**config.mk**
```make
export PLATFORM = sky130hd
export DESIGN_NAME = mem_ctrl_flat
export DESIGN_NICKNAME = d
export VERILOG_FILES = /design/src/rtl/mem_ctrl_pkg.sv /design/src/rtl/mem_ctrl_if.sv /design/src/rtl/mem_lane.sv /design/src/rtl/mem_ctrl.sv /design/src/flat_wrapper.sv
export SDC_FILE = /design/constraint.sdc
export NUM_CORES = 1
export LEC_CHECK = 0
export BUFFER_PORTS_ARGS = -buffer_cell sky130_fd_sc_hd__buf_2
export CAP_MARGIN = 20
export CORE_ASPECT_RATIO = 1.5
export CORE_MARGIN = 1.5
export CORE_UTILIZATION = 38
export DETAILED_ROUTE_END_ITERATION = 8
export PLACE_DENSITY = 0.75
export SLEW_MARGIN = 30
export SYNTH_ARGS = -nofsm -noshare
export SYNTH_HDL_FRONTEND = slang
export SYNTH_SLANG_ARGS = --single-unit
export TNS_END_PERCENT = 100
```
**constraint.sdc**
```tcl
create_clock -name clk -period 1.88 [get_ports clk]
set_input_delay 0.188 -clock clk [delete_from_list [all_inputs] [get_ports clk]]
set_output_delay 0.188 -clock clk [all_outputs]
set_load 0.02 [all_outputs]
```
**src/rtl/mem_ctrl_pkg.sv**
```systemverilog
// mem_ctrl_pkg: shared types and constants for the CPU-to-RAM request sequencer.
package mem_ctrl_pkg;

    localparam int unsigned DATA_W     = 16;
    localparam int unsigned RAM_ADDR_W = 16;

    localparam logic       LANE_LO     = 1'b0;
    localparam logic       LANE_HI     = 1'b1;
    localparam logic [1:0] RAM_BE_FULL = 2'b11;

    typedef enum logic [2:0] {
        IDLE,
        RD_ISSUE,
        RD_WAIT,
        WR,
        RESP
    } state_t;

endpackage

```
**src/rtl/mem_ctrl_if.sv**
```systemverilog
// mem_ctrl_if: CPU request/response and RAM port bundle of mem_ctrl.
// slave = the controller's view, master = the CPU/RAM environment's view.
interface mem_ctrl_if #(
    parameter int unsigned ADDR_W = 16
);
    import mem_ctrl_pkg::*;

    logic                  req_valid;
    logic                  req_ready;
    logic                  req_we;
    logic                  req_byte;
    logic [ADDR_W-1:0]     req_addr;
    logic [DATA_W-1:0]     req_wdata;
    logic                  resp_valid;
    logic [DATA_W-1:0]     resp_rdata;
    logic                  resp_err;
    logic [RAM_ADDR_W-1:0] ram_addr;
    logic [DATA_W-1:0]     ram_din;
    logic [1:0]            ram_be;
    logic                  ram_we;
    logic [DATA_W-1:0]     ram_dout;

    modport slave (
        input  req_valid, req_we, req_byte, req_addr, req_wdata, ram_dout,
        output req_ready, resp_valid, resp_rdata, resp_err,
               ram_addr, ram_din, ram_be, ram_we
    );

    modport master (
        output req_valid, req_we, req_byte, req_addr, req_wdata, ram_dout,
        input  req_ready, resp_valid, resp_rdata, resp_err,
               ram_addr, ram_din, ram_be, ram_we
    );

endinterface

```
**src/rtl/mem_lane.sv**
```systemverilog
// mem_lane: byte-lane extract (zero-extended) and byte-lane merge on a 16-bit word.
module mem_lane
    import mem_ctrl_pkg::*;
(
    input  logic [DATA_W-1:0] word,
    input  logic              lane,
    input  logic [7:0]        wr_byte,
    output logic [DATA_W-1:0] ext_data,
    output logic [DATA_W-1:0] merged
);

    // Select the addressed lane; the other lane of the merged word keeps the old byte.
    always_comb begin
        ext_data = '0;
        merged   = word;
        if (lane == LANE_LO) begin
            ext_data    = DATA_W'(word[7:0]);
            merged[7:0] = wr_byte;
        end else begin
            ext_data     = DATA_W'(word[15:8]);
            merged[15:8] = wr_byte;
        end
    end

endmodule

```
**src/rtl/mem_ctrl.sv**
```systemverilog
// mem_ctrl: sequences byte-addressed CPU loads/stores into word RAM cycles,
// covering the RAM's one-cycle read latency and byte stores as read-modify-write.
// Optional macro MEM_CTRL_ALIGN_CHECK_EN: misaligned word accesses return an
// error response without touching the RAM.
module mem_ctrl
    import mem_ctrl_pkg::*;
#(
    parameter int unsigned ADDR_W = 16
) (
    input  logic       clk,
    input  logic       rst_n,
    mem_ctrl_if.slave  bus
);

    logic [ADDR_W-1:0]     req_addr;
    state_t                state;
    logic                  we_q;
    logic                  byte_q;
    logic                  lane_q;
    logic [7:0]            wbyte_q;
    logic                  ready_q;
    logic                  resp_valid_q;
    logic [DATA_W-1:0]     resp_rdata_q;
    logic                  ram_we_q;
    logic [RAM_ADDR_W-1:0] ram_addr_q;
    logic [DATA_W-1:0]     ram_din_q;
    logic [DATA_W-1:0]     ext_data;
    logic [DATA_W-1:0]     merged;
`ifdef MEM_CTRL_ALIGN_CHECK_EN
    logic                  err_q;
`endif

    assign req_addr = ADDR_W'(bus.req_addr);

    // Lane extract for byte loads, lane merge for byte stores, on the word just read.
    mem_lane u_lane (
        .word     (bus.ram_dout),
        .lane     (lane_q),
        .wr_byte  (wbyte_q),
        .ext_data (ext_data),
        .merged   (merged)
    );

    // Sequencer; every output is set on the edge that enters the state it belongs to.
    always_ff @(posedge clk or negedge rst_n) begin
        if (!rst_n) begin
            state        <= IDLE;
            we_q         <= 1'b0;
            byte_q       <= 1'b0;
            lane_q       <= LANE_LO;
            wbyte_q      <= '0;
            ready_q      <= 1'b1;
            resp_valid_q <= 1'b0;
            resp_rdata_q <= '0;
            ram_we_q     <= 1'b0;
            ram_addr_q   <= '0;
            ram_din_q    <= '0;
`ifdef MEM_CTRL_ALIGN_CHECK_EN
            err_q        <= 1'b0;
`endif
        end else begin
            resp_valid_q <= 1'b0;
            ram_we_q     <= 1'b0;
            case (state)
                IDLE: begin
                    if (bus.req_valid) begin
                        we_q       <= bus.req_we;
                        byte_q     <= bus.req_byte;
                        lane_q     <= req_addr[0];
                        wbyte_q    <= bus.req_wdata[7:0];
                        ram_addr_q <= RAM_ADDR_W'(req_addr >> 1);
                        ready_q    <= 1'b0;
`ifdef MEM_CTRL_ALIGN_CHECK_EN
                        err_q      <= 1'b0;
                        if (!bus.req_byte && req_addr[0]) begin
                            state        <= RESP;
                            resp_valid_q <= 1'b1;
                            resp_rdata_q <= '0;
                            err_q        <= 1'b1;
                        end else
`endif
                        if (bus.req_we && !bus.req_byte) begin
                            state     <= WR;
                            ram_we_q  <= 1'b1;
                            ram_din_q <= bus.req_wdata;
                        end else begin
                            state <= RD_ISSUE;
                        end
                    end
                end
                RD_ISSUE: begin
                    state <= RD_WAIT;
                end
                RD_WAIT: begin
                    if (we_q) begin
                        state     <= WR;
                        ram_we_q  <= 1'b1;
                        ram_din_q <= merged;
                    end else begin
                        state        <= RESP;
                        resp_valid_q <= 1'b1;
                        resp_rdata_q <= byte_q ? ext_data : bus.ram_dout;
                    end
                end
                WR: begin
                    state        <= RESP;
                    resp_valid_q <= 1'b1;
                    resp_rdata_q <= '0;
                end
                RESP: begin
                    state   <= IDLE;
                    ready_q <= 1'b1;
                end
                default: begin
                    state   <= IDLE;
                    ready_q <= 1'b1;
                end
            endcase
        end
    end

    assign bus.req_ready  = ready_q;
    assign bus.resp_valid = resp_valid_q;
    assign bus.resp_rdata = resp_rdata_q;
    assign bus.ram_we     = ram_we_q;
    assign bus.ram_addr   = ram_addr_q;
    assign bus.ram_din    = ram_din_q;
    assign bus.ram_be     = RAM_BE_FULL;
`ifdef MEM_CTRL_ALIGN_CHECK_EN
    assign bus.resp_err   = err_q;
`else
    assign bus.resp_err   = 1'b0;
`endif

endmodule

```
**src/flat_wrapper.sv**
```systemverilog
// flat-port wrapper written by rule: the top's interface ports become plain ports
module mem_ctrl_flat import mem_ctrl_pkg::*;
#(
    parameter int unsigned ADDR_W = 16
)
  (clk, rst_n, bus_req_valid, bus_req_we, bus_req_byte, bus_req_addr, bus_req_wdata, bus_ram_dout, bus_req_ready, bus_resp_valid, bus_resp_rdata, bus_resp_err, bus_ram_addr, bus_ram_din, bus_ram_be, bus_ram_we);
  mem_ctrl_if #(.ADDR_W(ADDR_W)) bus_i ();
  input  logic clk;
  input  logic rst_n;
  input wire logic [$bits(bus_i.req_valid)-1:0] bus_req_valid;
  input wire logic [$bits(bus_i.req_we)-1:0] bus_req_we;
  input wire logic [$bits(bus_i.req_byte)-1:0] bus_req_byte;
  input wire logic [$bits(bus_i.req_addr)-1:0] bus_req_addr;
  input wire logic [$bits(bus_i.req_wdata)-1:0] bus_req_wdata;
  input wire logic [$bits(bus_i.ram_dout)-1:0] bus_ram_dout;
  output wire logic [$bits(bus_i.req_ready)-1:0] bus_req_ready;
  output wire logic [$bits(bus_i.resp_valid)-1:0] bus_resp_valid;
  output wire logic [$bits(bus_i.resp_rdata)-1:0] bus_resp_rdata;
  output wire logic [$bits(bus_i.resp_err)-1:0] bus_resp_err;
  output wire logic [$bits(bus_i.ram_addr)-1:0] bus_ram_addr;
  output wire logic [$bits(bus_i.ram_din)-1:0] bus_ram_din;
  output wire logic [$bits(bus_i.ram_be)-1:0] bus_ram_be;
  output wire logic [$bits(bus_i.ram_we)-1:0] bus_ram_we;
  assign bus_i.req_valid = bus_req_valid;
  assign bus_i.req_we = bus_req_we;
  assign bus_i.req_byte = bus_req_byte;
  assign bus_i.req_addr = bus_req_addr;
  assign bus_i.req_wdata = bus_req_wdata;
  assign bus_i.ram_dout = bus_ram_dout;
  assign bus_req_ready = bus_i.req_ready;
  assign bus_resp_valid = bus_i.resp_valid;
  assign bus_resp_rdata = bus_i.resp_rdata;
  assign bus_resp_err = bus_i.resp_err;
  assign bus_ram_addr = bus_i.ram_addr;
  assign bus_ram_din = bus_i.ram_din;
  assign bus_ram_be = bus_i.ram_be;
  assign bus_ram_we = bus_i.ram_we;
  mem_ctrl #(.ADDR_W(ADDR_W)) u_core (.clk(clk), .rst_n(rst_n), .bus(bus_i));
endmodule
```
# Word level (Yosys, flattened, before mapping)
# Cells that the tools add are included.
[totals]
reg_bits = 64
[op_classes]
n_eq_ne = 7
muxes = 22
bitwise_logic = 1
reduce_logical = 10
[ops]
columns = ["op", "n"]
rows = [
  ["2-to-1 mux 16 bit", 5],
  ["case mux 16 bit (2 select lines)", 2],
  ["2-to-1 mux 8 bit", 3],
  ["case mux 3 bit (4 select lines)", 1],
  ["== test 3 x 2 -> 1 bit (second input constant)", 2],
  ["2-to-1 mux 3 bit", 2],
  ["case mux 1 bit (2 select lines)", 3],
  ["AND reduction 2 bit", 3],
  ["2-to-1 mux 1 bit", 5],
  ["inequality test 2 x 1 -> 1 bit (second input constant)", 2],
  ["inequality test 2 bit (second input constant)", 2],
  ["AND reduction 4 bit", 1],
  ["nonzero test 2 bit", 2],
  ["== test 3 x 1 -> 1 bit (second input constant)", 1],
  ["zero test 3 bit", 1],
  ["OR reduction 3 bit", 1],
  ["2-to-1 mux 2 bit", 1],
  ["logical AND 1 bit", 1],
  ["zero test 1 bit", 1],
  ["inverter 1 bit", 1],
]

# Logic depth before layout (Yosys ltp)
# Gate-level depths: netlist of the first run.
[logic_depth]
depth_word = 5
mapped_depth = 7
ltp_nobuf = 3

# Modules after synthesis
# Synthesis of the first run repeated with hierarchy kept, for this count alone.
[hier_totals]
hier_cells = 282
hier_area_um2 = 3236.9
[modules_own_cells]
columns = ["mod", "n_inst", "cells_each", "area_per_inst_um2"]
rows = [
  ["mem_ctrl", 1, 246, 2776.4],
  ["mem_lane", 1, 36, 460.4],
]

# Worst setup path before layout of the first run
# No wires, ideal clock.
[synth_path]
path_kind = "reg-to-reg"
start = "register u_core.state[2]"
end = "register u_core.ram_din_q[0], in the netlist u_core.bus.ram_din[0]"
setup_ns = 0.123
arrival_ns = 1.586
t_required_ns = 1.757
slack_ns = 0.171
stages_incl_launch_ff = 6
n_path_buf = 2
cell_sequence = "dfrtp_1 buf_2 nor4b_4 nand3_2 buf_2 o221a_2"
[synth_between]
elab_chain_len = 3
elab_cells_between_ends = 8
classes_between = "eq/ne (4); mux (1); reduce/logical (3)"
[synth_lines]
columns = ["item", "line", "text"]
rows = [
  ["start: declaration", "mem_ctrl.sv:16", "state_t state;"],
  ["start signal: assignment", "mem_ctrl.sv:47", "state <= IDLE;"],
  ["start signal: assignment", "mem_ctrl.sv:83", "state <= WR;"],
  ["start signal: assignment", "mem_ctrl.sv:87", "state <= RD_ISSUE;"],
  ["== test 3 x 2 -> 1 bit / zero test 3 bit (equally long branches)", "mem_ctrl.sv:64", "case (state)"],
  ["inequality test 2 x 1 -> 1 bit (no source line), or another cell as far along", "n/a", ""],
  ["AND reduction 4 bit (no source line)", "n/a", ""],
  ["end signal: assignment", "mem_ctrl.sv:85", "ram_din_q <= bus.req_wdata;"],
  ["end signal: assignment", "mem_ctrl.sv:98", "ram_din_q <= merged;"],
  ["end: declaration", "mem_ctrl.sv:26", "logic [DATA_W-1:0] ram_din_q;"],
]
# Several ways; a longest one is shown, not always the timed one.
# A chain may end at the register's enable or synchronous reset.

# Final worst setup path of the first run
[layout_path]
start = "register u_core.state[2]"
end = "register u_core.ram_din_q[7], in the netlist u_core.bus.ram_din[7]"
# Same word-level chain as after synthesis.

==> Flow_metrics.wiki, run 1 <==
{| class="wikitable"
! Metric !! Value
|-
| Full die area || 0.00787 mm²
|-
| Number of ports placed on the die boundary || 107
|-
| Number of global-route vias before repair || 2245
|-
| CORE AREA || 0.00718 mm²
|-
| Largest net degree at the start of global routing || 65
|-
| Hold Crit Endpoint || u_core.bus.ram_addr[10]$_DFFE_PN0P_
|-
| Warning count from the yosys run || 0
|-
| Fin crit share || 0.946
|-
| Cell with the largest stage delay on the worst path || sky130_fd_sc_hd__dfrtp_1
|-
| Type of element launching the critical path || flip-flop
|-
| Antenna Nets Post-Route || 0
|-
| Count of vias placed by the detailed router || 2305
|-
| Wirelength per Cell || 14.8 µm
|-
| Critical path's largest stage delay || 0.50 ns
|-
| Total global routing track utilization || 0.186
|-
| Portion of the post-synthesis area used by sequential elements || 0.575
|-
| Signal arrival time at the worst endpoint || 2.00 ns
|-
| Worst Skew || 0.00784 ns
|-
| Number of design-rule violations left by the first detailed-router iteration || 156
|-
| Routability congestion estimate from global placement || 0.806
|-
| Layout cell share with drive strength beyond 1 || 0.411
|-
| Crit path kind || reg -> reg
|-
| Peak fanout along the critical path || 16
|-
| Static leakage power || 1.91 nW
|-
| Maximum number of buffers from clock root to sink || 2
|-
| Antenna diode instance count || 0
|-
| Count of hold-fix buffers inserted at cts || 1
|-
| Area of the mapped netlist || 0.00279 mm²
|-
| Final setup fails || 0
|-
| Required time of the critical path || 2.10 ns
|-
| Antenna violations before repair || 0
|-
| Filler instances || 682
|-
| WP buf/inv || 0
|-
| Number of maximum-capacitance violations || 0
|-
| Unrepaired setup endpoints after global routing || no
|-
| Number of sinks handled by clock tree synthesis || 64
|-
| Min-Delay Path Class || in -> reg
|-
| Synthesized area per cell || 10.9 µm²
|-
| Final critical path time including I/O delays and setup || 1.78 ns
|-
| Status || finished clean
|-
| Growth of design area from synthesis to finish || 29.3%
|-
| PostCTS Resize Cnt || 0
|-
| Clock tree from TritonCTS || yes
|-
| Port Buffers || 102
|-
| # Post-CTS Setup Buffers || 0
|-
| Peak ir drop on the vdd network || 0.837 mV
|-
| Nature of the critical path endpoint || flip-flop
|-
| TritonCTS buffer count || 9
|-
| Cell Pwr Density || 1730 mW/mm²
|-
| Wire length of the first global-routing pass || 10900 µm
|-
| Final core utilization || 0.502
|-
| H-tree depth || 3
|-
| Count of nets after finishing || 414
|-
| Flop2flop setup slack || 0.10 ns
|-
| Post-DP HPWL || 4960 µm
|-
| Clock transition at the registers of the reported paths || 0.06 ns
|-
| Number of optimization iterations in the first detailed-route pass || 4
|-
| Highest Clock Rate || 562 MHz
|-
| Final slew viol count || 0
|-
| GRT overflow || 0
|-
| Sum of routed wire length over all layers || 6870 µm
|-
| Gate Count Post-Synth || 255
|-
| Worst r2r src || u_core.state[2]$_DFFE_PN0P_
|-
| Residual DRC || 0
|-
| Effective utilization at floorplan || 0.388
|-
| Startpoint of the tightest hold check path || bus_req_addr[11]
|-
| Endpoint of the worst-slack reg-to-reg timing path || u_core.bus.ram_din[7]$_DFFE_PN0P_
|-
| Number of cell instances on the worst register-to-register path || 3
|-
| Worst path top cell family by delay || simple AND/OR/NAND/NOR gates
|-
| Die width || 73.0 µm
|-
| CP cell instances || nor4b_4, nand3_2, o221a_2
|-
| Skew-Pair Late Insertion Delay || 0.34 ns
|-
| Post-synth cell types || 26
|-
| FP Rows || 38
|-
| Routed vias/inst || 4.96
|-
| Final hold violation count || 0
|-
| Die height || 108 µm
|-
| Root buffer cell || sky130_fd_sc_hd__clkbuf_8
|-
| Count of cells along the worst hold path || 3
|-
| Setup Total Neg Slack || 0 ns
|-
| Register bit count reported by yosys || 64
|}
==> cell families (layout without fill, tap and decap cells) <==
family	after synthesis	count (layout)	synth area share
and+or+nand+nor	105	105	0.163
DFF	64	64	0.575
AOI/OAI and AO/OA	36	36	0.126
muxes	25	25	0.0897
buffers and inverters	23	131	0.0444
other	2	4	0.00269
==> how the worst max path moves through the flow <==
stage	start	end	slack, ns	depth (start not counted)
finish	u_core.state[2]$_DFFE_PN0P_	u_core.bus.ram_din[7]$_DFFE_PN0P_	0.10	3
global route	u_core.state[2]$_DFFE_PN0P_	u_core.bus.ram_din[7]$_DFFE_PN0P_	0.04	3
CTS	u_core.state[2]$_DFFE_PN0P_	u_core.bus.ram_din[7]$_DFFE_PN0P_	0.12	3
detailed placement	u_core.state[2]$_DFFE_PN0P_	u_core.bus.ram_din[9]$_DFFE_PN0P_	0.14	3
global placement	u_core.state[2]$_DFFE_PN0P_	u_core.byte_q$_DFFE_PN0P_	0.18	4
floorplan	u_core.state[2]$_DFFE_PN0P_	u_core.bus.ram_din[0]$_DFFE_PN0P_	0.17	5
==> layer usage <==
metal / vias up / GRT usage / share of wire
met2: 122 / 0.298 / 0.49
met5: - / 0 / 0
li1: 1079 / - / -
met1: 1086 / 0.222 / 0.40
met3: 18 / 0.0674 / 0.087
met4: 0 / 0.0809 / 0.027
==> where the power goes <==
| group | switching [mW] | total, mW | internal [mW] | leakage (nW) |
|---|---|---|---|---|
| clock network | 0.492 | 1.03 | 0.538 | 0.0882 |
| logic | 1.60 | 2.77 | 1.17 | 1.03 |
| registers | 0.428 | 2.44 | 2.01 | 0.784 |
| total | 2.52 | 6.24 | 3.72 | 1.91 |
==> worst reg2reg max path, cell delays in order (launching register included) <==
cell and delay (ns):
sky130_fd_sc_hd__dfrtp_1 0.50, sky130_fd_sc_hd__nor4b_4 0.41, sky130_fd_sc_hd__nand3_2 0.36, sky130_fd_sc_hd__o221a_2 0.40
==> area by class of cell <==
type	instances	area, µm²	share of cell area
Sequential cell	64	1600	0.445
Multi-Input combinational cell	170	1080	0.301
Timing Repair Buffer	113	608	0.169
Clock buffer	12	155	0.0430
Tap cell	100	125	0.0347
Clock inverter	3	17.5	0.00486
Inverter	3	11.3	0.00312
==> registers in the layout, indices dropped and copies added, names as in the netlist <==
signal / count
u_core.bus.ram_addr: 15
u_core.bus.ram_din: 16
u_core.bus.ram_we: 1
u_core.bus.req_ready: 1
u_core.bus.resp_rdata: 16
u_core.bus.resp_valid: 1
u_core.byte_q: 1
u_core.lane_q: 1
u_core.state: 3
u_core.wbyte_q: 8
u_core.we_q: 1
==> through the flow <==
step	std cells	setup WS (ns)	instance area, µm²	hold WS [ns]	power, mW
2_1_floorplan	257	0.171	2800	-0.108	4.33
3_3_place_gp	449	0.184	3420	0.225	5.17
3_5_place_dp	449	0.141	3420	0.229	5.26
4_1_cts	465	0.122	3600	0.0271	6.32
5_1_grt	465	0.0364	3600	0.0294	6.72
6_report	465	0.102	3600	0.0366	6.24
==> synth_stat cells <==
master	number	share of area
sky130_fd_sc_hd__clkbuf_1	5	0.0067
sky130_fd_sc_hd__conb_1	2	0.0027
sky130_fd_sc_hd__o21ai_0	1	0.0018
sky130_fd_sc_hd__nor4b_4	1	0.0085
sky130_fd_sc_hd__inv_1	3	0.0040
sky130_fd_sc_hd__o2bb2ai_1	8	0.025
sky130_fd_sc_hd__buf_2	9	0.016
sky130_fd_sc_hd__dfstp_2	1	0.0094
sky130_fd_sc_hd__or4b_2	2	0.0072
sky130_fd_sc_hd__o221a_2	16	0.065
sky130_fd_sc_hd__nand3_2	1	0.0036
sky130_fd_sc_hd__mux2i_1	25	0.090
sky130_fd_sc_hd__nor3_1	1	0.0018
sky130_fd_sc_hd__a21o_1	1	0.0027
sky130_fd_sc_hd__nor4bb_1	1	0.0036
sky130_fd_sc_hd__buf_4	5	0.013
sky130_fd_sc_hd__a31o_1	1	0.0031
sky130_fd_sc_hd__a22o_1	8	0.025
sky130_fd_sc_hd__nand2_1	93	0.13
sky130_fd_sc_hd__buf_6	1	0.0040
sky130_fd_sc_hd__nor2_4	1	0.0040
sky130_fd_sc_hd__nand2b_1	1	0.0022
sky130_fd_sc_hd__dfrtp_1	63	0.57
sky130_fd_sc_hd__nand3b_1	1	0.0027
sky130_fd_sc_hd__nor2_1	3	0.0040
sky130_fd_sc_hd__a31o_2	1	0.0031
==> layout by cell type (no fill, tap or decap) <==
cell type,n
sky130_fd_sc_hd__clkinvlp_4,1
sky130_fd_sc_hd__a21o_1,1
sky130_fd_sc_hd__nand3b_1,1
sky130_fd_sc_hd__nor2_4,1
sky130_fd_sc_hd__o2bb2ai_1,8
sky130_fd_sc_hd__clkbuf_8,11
sky130_fd_sc_hd__a22o_1,8
sky130_fd_sc_hd__o221a_2,16
sky130_fd_sc_hd__nor4bb_4,1
sky130_fd_sc_hd__nand2b_1,1
sky130_fd_sc_hd__buf_12,1
sky130_fd_sc_hd__nand3_2,1
sky130_fd_sc_hd__dlygate4sd3_1,1
sky130_fd_sc_hd__dfrtp_1,63
sky130_fd_sc_hd__nand2_1,93
sky130_fd_sc_hd__or4b_2,2
sky130_fd_sc_hd__nor4b_4,1
sky130_fd_sc_hd__clkinv_2,2
sky130_fd_sc_hd__inv_1,3
sky130_fd_sc_hd__dfstp_2,1
sky130_fd_sc_hd__clkbuf_1,1
sky130_fd_sc_hd__o21ai_0,1
sky130_fd_sc_hd__a31o_1,1
sky130_fd_sc_hd__nor2_1,3
sky130_fd_sc_hd__mux2i_1,25
sky130_fd_sc_hd__buf_4,9
sky130_fd_sc_hd__a31o_2,1
sky130_fd_sc_hd__nor3_1,1
sky130_fd_sc_hd__buf_2,102
sky130_fd_sc_hd__conb_1,4
(Power assumes the default switching activity.)
==> run 2: changes to the inputs <==
Settings changed: ABC_AREA set to 1, PLACE_DENSITY 0.75 to not set.
==> run 2 against run 1 <==
Setup slack improved by 0.31 ns. First-iteration DRC count rose by 21%. Sequential power barely moved. Count of clock-buffer cells in the layout rose by 2. Register-to-register slack improved by 0.31 ns. Highest routed layer unchanged. Cell count rose by 35%. Global-route usage rose by 1.5 points. Sequential cell count did not move. Largest cell class unchanged. Critical path depth rose by 2. Combinational power rose by 11%. Total power rose by 17%. Via count rose by 28%.
==> Flow_metrics.wiki, run 2 <==
{| class="wikitable"
! Metric !! Value
|-
| Setup Total Neg Slack || 0 ns (unchanged)
|-
| Status || finished clean
|-
| CORE AREA || 0.00806 mm² (+12%)
|-
| Number of design-rule violations left by the first detailed-router iteration || 188 (+21%)
|-
| Peak fanout along the critical path || 29 (+13)
|-
| Warning count from the yosys run || 0 (unchanged)
|-
| Nature of the critical path endpoint || flip-flop
|-
| Post-Route M1 WL || 3640 µm (+33%)
|-
| Maximum number of buffers from clock root to sink || 2 (unchanged)
|-
| Number of maximum-capacitance violations || 0 (unchanged)
|-
| Top routing layer in use || met4
|-
| FP Rows || 40 (+5.3%)
|-
| Port Buffers || 102 (unchanged)
|-
| Synthesized area per cell || 7.54 µm² (-31%)
|-
| Peak ir drop on the vdd network || 0.843 mV (+0.69%)
|-
| Slew margin rel. || 0.617
|-
| Layout cell share with drive strength beyond 1 || 0.266 (-0.145)
|-
| Antenna violations before repair || 0 (unchanged)
|-
| WL met3 || 447 µm (-25%)
|-
| Most common cell in the netlist || sky130_fd_sc_hd__nand2_1
|-
| Dominant combinational cell family by area after synthesis || simple AND/OR/NAND/NOR gates
|-
| Effective utilization at floorplan || 0.392 (+0.00346)
|-
| Worst r2r src || u_core.state[2]$_DFFE_PN0P_
|-
| Type of element launching the critical path || flip-flop
|-
| Gate Count Post-Synth || 419 (+64%)
|-
| Worst path top cell family by delay || simple AND/OR/NAND/NOR gates
|-
| XOR/XNOR Fraction of Synth Area || 0 (unchanged)
|-
| Number of sinks handled by clock tree synthesis || 64 (unchanged)
|-
| Count of nets after finishing || 571 (+38%)
|-
| Area fraction in compound gates after synthesis || 0.00792 (-0.118)
|-
| Leading post-synthesis cells by instance count || sky130_fd_sc_hd__nand2_1 (239), sky130_fd_sc_hd__dfrtp_1 (63), sky130_fd_sc_hd__nand3_1 (59)
|-
| Static leakage power || 2.43 nW (+27%)
|-
| Number of optimization iterations in the first detailed-route pass || 4 (unchanged)
|-
| Area of the mapped netlist || 0.00316 mm² (+13%)
|-
| Cell Pwr Density || 1800 mW/mm² (+3.7%)
|-
| Register bit count reported by yosys || 64 (unchanged)
|-
| Timing startpoint of the critical path || u_core.state[2]$_DFFE_PN0P_
|-
| Highest Clock Rate || 680 MHz (+21%)
|-
| Sum of routed wire length over all layers || 8350 µm (+22%)
|-
| Most used cells in the layout excluding fill and tap cells || sky130_fd_sc_hd__nand2_1 (239), sky130_fd_sc_hd__buf_2 (102), sky130_fd_sc_hd__dfrtp_1 (63), sky130_fd_sc_hd__nand3_1 (59), sky130_fd_sc_hd__inv_1 (10)
|-
| Predominant post-synthesis flop cell || sky130_fd_sc_hd__dfrtp_1
|-
| # Post-CTS Setup Buffers || 0 (unchanged)
|-
| Largest net degree at the start of global routing || 42 (-35%)
|-
| Signal arrival time at the worst endpoint || 1.70 ns (-0.30 ns)
|-
| Min-Delay Path Class || in -> reg
|-
| Total global routing track utilization || 0.200 (+0.0146)
|-
| WP buf/inv || 1 (+1)
|-
| Number of ports placed on the die boundary || 107 (unchanged)
|-
| Async set-or-reset flop fraction in the synthesized netlist || 1.00 (unchanged)
|-
| Die width || 77.4 µm (+6.1%)
|-
| Dominant cell type by area after synthesis || sky130_fd_sc_hd__dfrtp_1
|-
| Full die area || 0.00888 mm² (+13%)
|-
| CP cell instances || inv_2, nand2_2, nor2_8, nand2_2, o21ai_0
|-
| Root buffer cell || sky130_fd_sc_hd__clkbuf_16
|-
| Residual DRC || 0 (unchanged)
|-
| Final critical path time including I/O delays and setup || 1.47 ns (-0.308 ns)
|-
| Startpoint of the tightest hold check path || bus_req_addr[11]
|-
| Clock tree from TritonCTS || yes
|-
| Clock transition at the registers of the reported paths || 0.05 ns (about the same)
|-
| Fin crit share || 0.782 (-0.164)
|-
| Number of global-route vias before repair || 2876 (+28%)
|-
| Simple-Gate Fraction of Synth Area || 0.417 (+0.254)
|-
| Routability congestion estimate from global placement || 0.814 (+0.99%)
|-
| Number of enable-type register cells in the synthesized netlist || 0 (unchanged)
|-
| Critical path's largest stage delay || 0.44 ns (-0.06 ns)
|-
| Post-synth cell types || 22 (-15%)
|-
| Unrepaired setup endpoints after global routing || no
|-
| Final setup fails || 0 (unchanged)
|-
| Routed vias/inst || 4.69 (-5.4%)
|-
| Worst Skew || 0.00437 ns (-0.00347 ns)
|-
| Flop2flop setup slack || 0.41 ns (+0.31 ns)
|-
| Die height || 115 µm (+6.2%)
|-
| GRT overflow || 0 (unchanged)
|-
| Worst Tran Pin Value || 0.575 ns
|-
| Wire length of the first global-routing pass || 13700 µm (+25%)
|-
| Required time of the critical path || 2.11 ns (about the same)
|-
| H-tree depth || 3 (unchanged)
|-
| Cell types with the largest area share after synthesis || sky130_fd_sc_hd__dfrtp_1 (50%), sky130_fd_sc_hd__nand2_1 (28%), sky130_fd_sc_hd__nand3_1 (9.4%)
|-
| PostCTS Resize Cnt || 0 (unchanged)
|-
| Post-DP HPWL || 6140 µm (+24%)
|-
| Count of hold-fix buffers inserted at cts || 1 (unchanged)
|-
| Total length of routed met2 wires || 4070 µm (+22%)
|-
| Top cell by count, worst path || sky130_fd_sc_hd__nand2_2
|-
| Post-synthesis mux area share || 0 (-0.0897)
|-
| Adder-Cell Fraction of Synth Area || 0 (unchanged)
|-
| Final hold violation count || 0 (unchanged)
|-
| Antenna diode instance count || 0 (unchanged)
|-
| Antenna Nets Post-Route || 0 (unchanged)
|-
| Post-Place Cell Area || 0.00372 mm² (+8.7%)
|-
| Growth of design area from synthesis to finish || 28.2%
|-
| Most common cell after layout, fill and taps aside || sky130_fd_sc_hd__nand2_1
|-
| Skew-Pair Late Insertion Delay || 0.32 ns (-0.02 ns)
|-
| Count of vias placed by the detailed router || 2944 (+28%)
|-
| Cell with the largest stage delay on the worst path || sky130_fd_sc_hd__dfrtp_1
|-
| Final instance area || 0.00405 mm² (+12%)
|-
| Wirelength per Cell || 13.3 µm (-10%)
|-
| Final slew viol count || 0 (unchanged)
|-
| Crit path kind || reg -> reg
|-
| TritonCTS buffer count || 9 (unchanged)
|-
| Yosys top cell area share || 0.499 (-0.0661)
|-
| Portion of the post-synthesis area used by sequential elements || 0.508 (-0.0672)
|}
-- run 2: cell count changes in the layout (fill, tap and decap cells not counted), sizes merged, moves of 2 or more --
cell,delta
or4b,-2
mux2i,-25
nand2,+151
o21ai,+3
a22o,-8
o2bb2ai,-8
inv,+9
clkbuf,+2
nand3,+60
nor2,+2
a31o,-2
o221a,-16
buf,-2
-- run 2: final cells by class --
type | instances | area [µm²]
inverter | 12 | 45.0
tap | 105 | 131
fill | 824 | 4010
timing repair buffer | 111 | 593
clock inverter | 2 | 35.0
multi-input combinational | 320 | 1360
clock buffer | 14 | 284
sequential | 64 | 1600
-- run 2: cell families after synthesis --
| logic type | Yosys count |
|---|---|
| flops | 64 |
| simple gates | 311 |
| other cells | 2 |
| compound gates | 5 |
| buf+inv | 37 |
-- run 2: final timing paths --
| path | end | depth (start not counted) |
|---|---|---|
| max | u_core.byte_q$_DFFE_PN0P_ | 5 |
| min | u_core.bus.ram_addr[10]$_DFFE_PN0P_ | 3 |
| max reg2reg | u_core.byte_q$_DFFE_PN0P_ | 5 |
| min reg2reg | u_core.bus.resp_rdata[5]$_DFFE_PN0P_ | 2 |
| max in group asynchronous | u_core.bus.ram_din[8]$_DFFE_PN0P_ | 3 |
| min in group asynchronous | u_core.byte_q$_DFFE_PN0P_ | 2 |
-- run 2: report_power, final --
group          leakage [nW]  switching [mW]  internal, mW  total [mW]
Clock                 0.159           0.558          1.17        1.73
Sequential            0.814           0.446          2.02        2.47
Combinational          1.45            2.07          1.00        3.08
-- run 2: routing by layer --
| layer | track usage | vias to the layer above |
|---|---|---|
| li1 | - | 1491 |
| met1 | 0.243 | 1341 |
| met2 | 0.332 | 97 |
| met3 | 0.0510 | 15 |
| met4 | 0.0921 | 0 |
| met5 | 0 | - |
-- run 2: through the flow --
step,hold WS [ns],std cells,util,power [mW],worst slack [ns]
after floorplan,-0.108,421,-,4.68,0.616
after global placement,0.223,611,0.462,5.53,0.448
after detailed placement,0.226,611,0.462,5.60,0.400
after CTS,0.0761,628,0.502,7.37,0.390
final,0.0915,628,0.502,7.27,0.410
after global routing,0.102,628,0.502,7.87,0.247
-- run 2: worst register-to-register path, stage by stage, from the launching register on --
cell                      delay [ns]
sky130_fd_sc_hd__dfrtp_1        0.44
sky130_fd_sc_hd__inv_2          0.11
sky130_fd_sc_hd__nand2_2        0.09
sky130_fd_sc_hd__nor2_8         0.13
sky130_fd_sc_hd__nand2_2        0.33
sky130_fd_sc_hd__o21ai_0        0.29
